--- src/rtl/fetch_stage.sv ---
// Instruction-fetch stage: launches one valid/ready read per PC, captures the response
// into the IF/ID register, holds it under decode stall and discards responses on redirect.
module fetch_stage #(
  parameter logic [31:0] NOP_INSTR = 32'h00000013
) (
  input  logic        clk,
  input  logic        reset,
  input  logic [31:0] pc_in,
  input  logic        flush,
  input  logic        stall_in,
  output logic        pc_stall_out,
  output logic        imem_req_valid,
  input  logic        imem_req_ready,
  output logic [31:0] imem_addr,
  input  logic        imem_rsp_valid,
  input  logic [31:0] imem_rsp_data,
  output logic        if_id_valid,
  output logic [31:0] if_id_pc,
  output logic [31:0] if_id_instr,
  output logic        if_id_misalign
);

  localparam logic [1:0] IDLE     = 2'd0;
  localparam logic [1:0] WAIT_RSP = 2'd1;
  localparam logic [1:0] HOLD     = 2'd2;
  localparam logic [1:0] DROP     = 2'd3;

  logic [1:0]  state;
  logic [31:0] pc_q;
  logic [31:0] hold_pc;
  logic [31:0] hold_instr;
  logic        misalign;
  logic        can_issue;
  logic        req_fire;
  logic        mis_accept;
  logic        launch;

  assign misalign       = (pc_in[1:0] != 2'b00);
  assign can_issue      = (state == IDLE) && !reset && !flush && !stall_in;
  assign imem_req_valid = can_issue && !misalign;
  assign imem_addr      = pc_in;
  assign req_fire       = imem_req_valid && imem_req_ready;
  assign mis_accept     = can_issue && misalign;
  assign launch         = req_fire || mis_accept;
  // A flush must let pc_generator load the redirect target regardless of fetch state.
  assign pc_stall_out   = flush ? 1'b0 : !launch;

  always_ff @(posedge clk or posedge reset) begin
    if (reset) begin
      state          <= IDLE;
      pc_q           <= '0;
      hold_pc        <= '0;
      hold_instr     <= NOP_INSTR;
      if_id_valid    <= 1'b0;
      if_id_pc       <= '0;
      if_id_instr    <= NOP_INSTR;
      if_id_misalign <= 1'b0;
    end else if (flush) begin
      if_id_valid    <= 1'b0;
      if_id_instr    <= NOP_INSTR;
      if_id_misalign <= 1'b0;
      hold_pc        <= '0;
      hold_instr     <= NOP_INSTR;
      // A response arriving alongside the flush is the stale one; consume it here.
      case (state)
        WAIT_RSP: state <= imem_rsp_valid ? IDLE : DROP;
        DROP:     state <= imem_rsp_valid ? IDLE : DROP;
        default:  state <= IDLE;
      endcase
    end else begin
      if (!stall_in) begin
        if_id_valid    <= 1'b0;
        if_id_instr    <= NOP_INSTR;
        if_id_misalign <= 1'b0;
      end
      case (state)
        IDLE: begin
          if (req_fire) begin
            pc_q  <= pc_in;
            state <= WAIT_RSP;
          end else if (mis_accept) begin
            if_id_valid    <= 1'b1;
            if_id_pc       <= pc_in;
            if_id_instr    <= NOP_INSTR;
            if_id_misalign <= 1'b1;
          end
        end
        WAIT_RSP: begin
          if (imem_rsp_valid) begin
            if (stall_in) begin
              hold_pc    <= pc_q;
              hold_instr <= imem_rsp_data;
              state      <= HOLD;
            end else begin
              if_id_valid    <= 1'b1;
              if_id_pc       <= pc_q;
              if_id_instr    <= imem_rsp_data;
              if_id_misalign <= 1'b0;
              state          <= IDLE;
            end
          end
        end
        HOLD: begin
          if (!stall_in) begin
            if_id_valid    <= 1'b1;
            if_id_pc       <= hold_pc;
            if_id_instr    <= hold_instr;
            if_id_misalign <= 1'b0;
            state          <= IDLE;
          end
        end
        default: begin
          if (imem_rsp_valid) state <= IDLE;
        end
      endcase
    end
  end

endmodule
--- config.mk ---
export PLATFORM = sky130hd
export DESIGN_NAME = fetch_stage
export DESIGN_NICKNAME = d
export VERILOG_FILES = /design/src/rtl/fetch_stage.sv
export SDC_FILE = /design/constraint.sdc
export NUM_CORES = 1
export LEC_CHECK = 0
export CORE_ASPECT_RATIO = 1.75
export CORE_MARGIN = 2
export CORE_UTILIZATION = 41
export DETAILED_ROUTE_END_ITERATION = 7
export HOLD_SLACK_MARGIN = 0.15
export PLACE_DENSITY_LB_ADDON = 0.05
export SLEW_MARGIN = 20
export SYNTH_ARGS = -nofsm -noshare
export SYNTH_HDL_FRONTEND = slang
export SYNTH_SLANG_ARGS = --single-unit
--- constraint.sdc ---
create_clock -name clk -period 5.4 [get_ports clk]
set_input_delay 0.54 -clock clk [delete_from_list [all_inputs] [get_ports clk]]
set_output_delay 0.54 -clock clk [all_outputs]
set_load 0.05 [all_outputs]
==> impl_metrics.py <==
metrics = {
    "logic_synthesis": {
        "ys_ff_latch": 164,
        "netlist_area_um2": 7610,
        "synth-simple-area-share": 0.103,
        "syn_area_per_cell_um2": 10.5,
        "synth_cells": 726,
        "synth_top_area_cell": "dfrtp_1",
        "seq_area_frac_synth": 0.540,
        "ys_top_cells_by_area": "dfrtp_1 (52%), nand2_1 (6.6%), a21oi_1 (6.2%), a22oi_1 (5.9%), mux2_4 (5.5%)",
        "muxShareOfSynthArea": 0.108,
        "synth_top_area_share": 0.519,
        "synth_cell_types": 37,
        "yosysWarnings": 0,
        "synth_top_family_by_area": "compound AO/OA/AOI/OAI gates",
        "synth_nets": 802,
        "synth_compound_area_frac": 0.173,
        "synth_fa_ha_area_frac": 0.00986,
        "synth_xor_area_frac": 0,
    },
    "setup_path": {
        "crit_path_end_kind": "output pin",
        "cpLargestDelayFamily": "buffers and inverters",
        "worst_path_largest_cell_delay_ps": 740,
        "path_buf_inv": 2,
        "cp.arrival_ps": 2930,
        "start_kind": "input port",
        "cp.required_ps": 4860,
        "crit_path_frequent_cell": "clkdlybuf4s50_1",
        "crit_type": "in -> out",
        "worstPathCellList": "clkdlybuf4s50_1 -> or4b_1 -> nor3_1 -> a211oi_1 -> clkdlybuf4s50_1",
        "critPathMaxFanout": 14,
        "slowest_stage": "clkdlybuf4s50_1",
    },
    "global_route": {
        "grt_use_total": 0.210,
        "antenna_found_initial": 0,
        "overflow": 0,
        "grt_pass1_vias": 6093,
        "grt_max_degree": 87,
        "grt_pass1_wl_um": 32500,
    },
    "timing": {
        "setup_viol_count_final": 0,
        "fin_crit_sh": 0.642,
        "fin_worst_skew_ps": 8.14,
        "rsz0062_at_grt": "false",
        "tightest_slew_ps": 1020,
        "clock.fmax_mhz": 288,
        "setup_ws_ps": 1930,
        "setup_tns_ps": 0,
        "slew_headroom": 0.321,
        "period_needed_ps": 3470,
        "drv_slew": 0,
        "hold_violations": 0,
    },
    "run_status": {
        "status": "finished clean",
    },
    "placed_design": {
        "post-dp-hpwl_um": 12400,
        "portBuffers": 169,
        "dp_slack_ps": 1770,
        "gp_congestion": 0.776,
    },
    "floorplanning": {
        "std_cell_rows": 66,
        "core_um2": 18400,
        "die_w_um": 107,
        "die_h_um": 184,
        "pin_count": 170,
        "die_area_um2": 19700,
        "start_util": 0.413,
    },
    "routing": {
        "vias_per_cell": 5.40,
        "final_antenna_net_count": 0,
        "first_iter_violations": 380,
        "wl_um": 20100,
        "detail_route.wl_per_cell_um": 18.6,
        "vias": 5851,
        "drc_errors": 0,
        "firstDrtPassIters": 4,
    },
    "layout": {
        "drive_gt1_frac": 0.141,
        "layout.nets": 910,
        "antenna_cells": 0,
        "synthToLayoutAreaGrowth_pct": 29.1,
    },
    "clock_tree": {
        "htreeDepth": 4,
        "ctsHoldBuffers": 0,
        "post_cts_buffers": 0,
        "clk_pin_slew_ps": 60,
        "cts.sinks": 164,
        "clock_latency_ps": 420,
        "cts_tree": "done",
        "ctsResizeCount": 0,
        "clock_path_buffers": 2,
        "cts_root_buf": "clkbuf_16",
        "cts_made_buffers": 17,
    },
    "pwr": {
        "ir_drop_mv": 0.315,
        "power_density_nw_per_um2": 500,
        "p_leak_nw": 4.10,
    },
    "run": {
        "cap_violations": 0,
    },
    "min_path": {
        "hp-class": "reg -> reg",
    },
}
==> final timing paths <==
path,slack [ps],from,endpoint,depth (start not counted)
setup reg to reg,2220,state[1],hold_instr[10],6
setup / recovery,1930,stall_in,pc_stall_out,5
hold / removal,490,if_id_instr[11],if_id_instr[11],1
max in group asynchronous,3520,reset,pc_q[26],3
hold reg to reg,490,if_id_instr[11],if_id_instr[11],1
min in group asynchronous,710,reset,hold_instr[25],2
==> per-layer routing <==
metal  up-vias  track usage  part of all wire
met1      2949        0.250              0.42
li1       2730            -                 -
met5         -            0                 0
met3        22       0.0308             0.033
met2       150        0.379              0.53
met4         0       0.0784             0.020
==> registers in the layout, summed over array words and instances, names as in the netlist <==
name / flops
state: 2
if_id_pc: 32
pc_q: 32
if_id_instr: 32
if_id_valid: 1
if_id_misalign: 1
hold_pc: 32
hold_instr: 32
==> cell usage after synthesis, drive strengths merged <==
| cell type | instances |
|---|---|
| dfstp | 6 |
| buf | 45 |
| dfrtp | 158 |
| o22ai | 2 |
| inv | 7 |
| o41ai | 1 |
| nor3 | 1 |
| nand2b | 1 |
| a32oi | 1 |
| a31oi | 2 |
| or4b | 2 |
| nand4b | 1 |
| ha | 6 |
| nand3 | 5 |
| o21ai | 5 |
| mux2 | 63 |
| clkbuf | 44 |
| a221oi | 5 |
| and2 | 4 |
| mux2i | 1 |
| nand2 | 133 |
| a22oi | 60 |
| a21oi | 94 |
| o32ai | 1 |
| o21a | 1 |
| and3 | 2 |
| nor2 | 41 |
| o2bb2ai | 28 |
| or3 | 2 |
| a211oi | 1 |
| a21boi | 1 |
| nor2b | 2 |
==> per-stage QoR <==
stage | utilization | total power, mW | cells | cell area (um2) | hold slack (ps)
finish | 0.534 | 4.92 | 1084 | 9830 | 485
global route | 0.534 | 5.17 | 1084 | 9830 | 504
CTS | 0.533 | 4.97 | 1084 | 9820 | 493
detailed placement | 0.500 | 3.68 | 1053 | 9210 | 473
global placement | 0.500 | 3.65 | 1053 | 9210 | 471
floorplan | - | 3.05 | 726 | 7610 | 464
==> layout by cell type (no fill, tap or decap), drive strengths merged, types with 3 or more instances in the layout <==
cell           instances
a21oi                 94
nand3                  5
buf                   10
o21ai                  5
ha                     6
a22oi                 60
inv                   11
clkdlybuf4s50        168
nand2                133
dfrtp                158
bufinv                 3
clkbuf                19
a221oi                 5
dfstp                  6
nor2                  41
mux2                  63
and2                   4
clkinv                 5
o2bb2ai               28
==> report_power, final <==
part	leakage (nW)	switching [mW]	total (mW)	internal, mW
Clock	0.299	0.518	1.27	0.748
Sequential	2.18	0.165	1.66	1.50
Combinational	1.62	1.24	1.99	0.748
Total	4.10	1.93	4.92	2.99
==> layout make-up <==
cell class | instances | area, um2
fill | 1634 | 8580
multi-input combinational | 466 | 3020
tap | 238 | 298
timing repair buffer | 178 | 1750
inverter | 7 | 31.3
clock inverter | 12 | 169
sequential | 164 | 4110
clock buffer | 19 | 443
==> cell families (layout without fill, tap and decap cells) <==
kind of cell	Yosys count	count (layout)
AND/OR/NAND/NOR	194	194
buffers and inverters	96	216
adder cells (fa/ha/maj)	6	6
flip-flops	164	164
AO/OA/AOI/OAI	202	202
multiplexers	64	64
(Power assumes the default switching activity.)
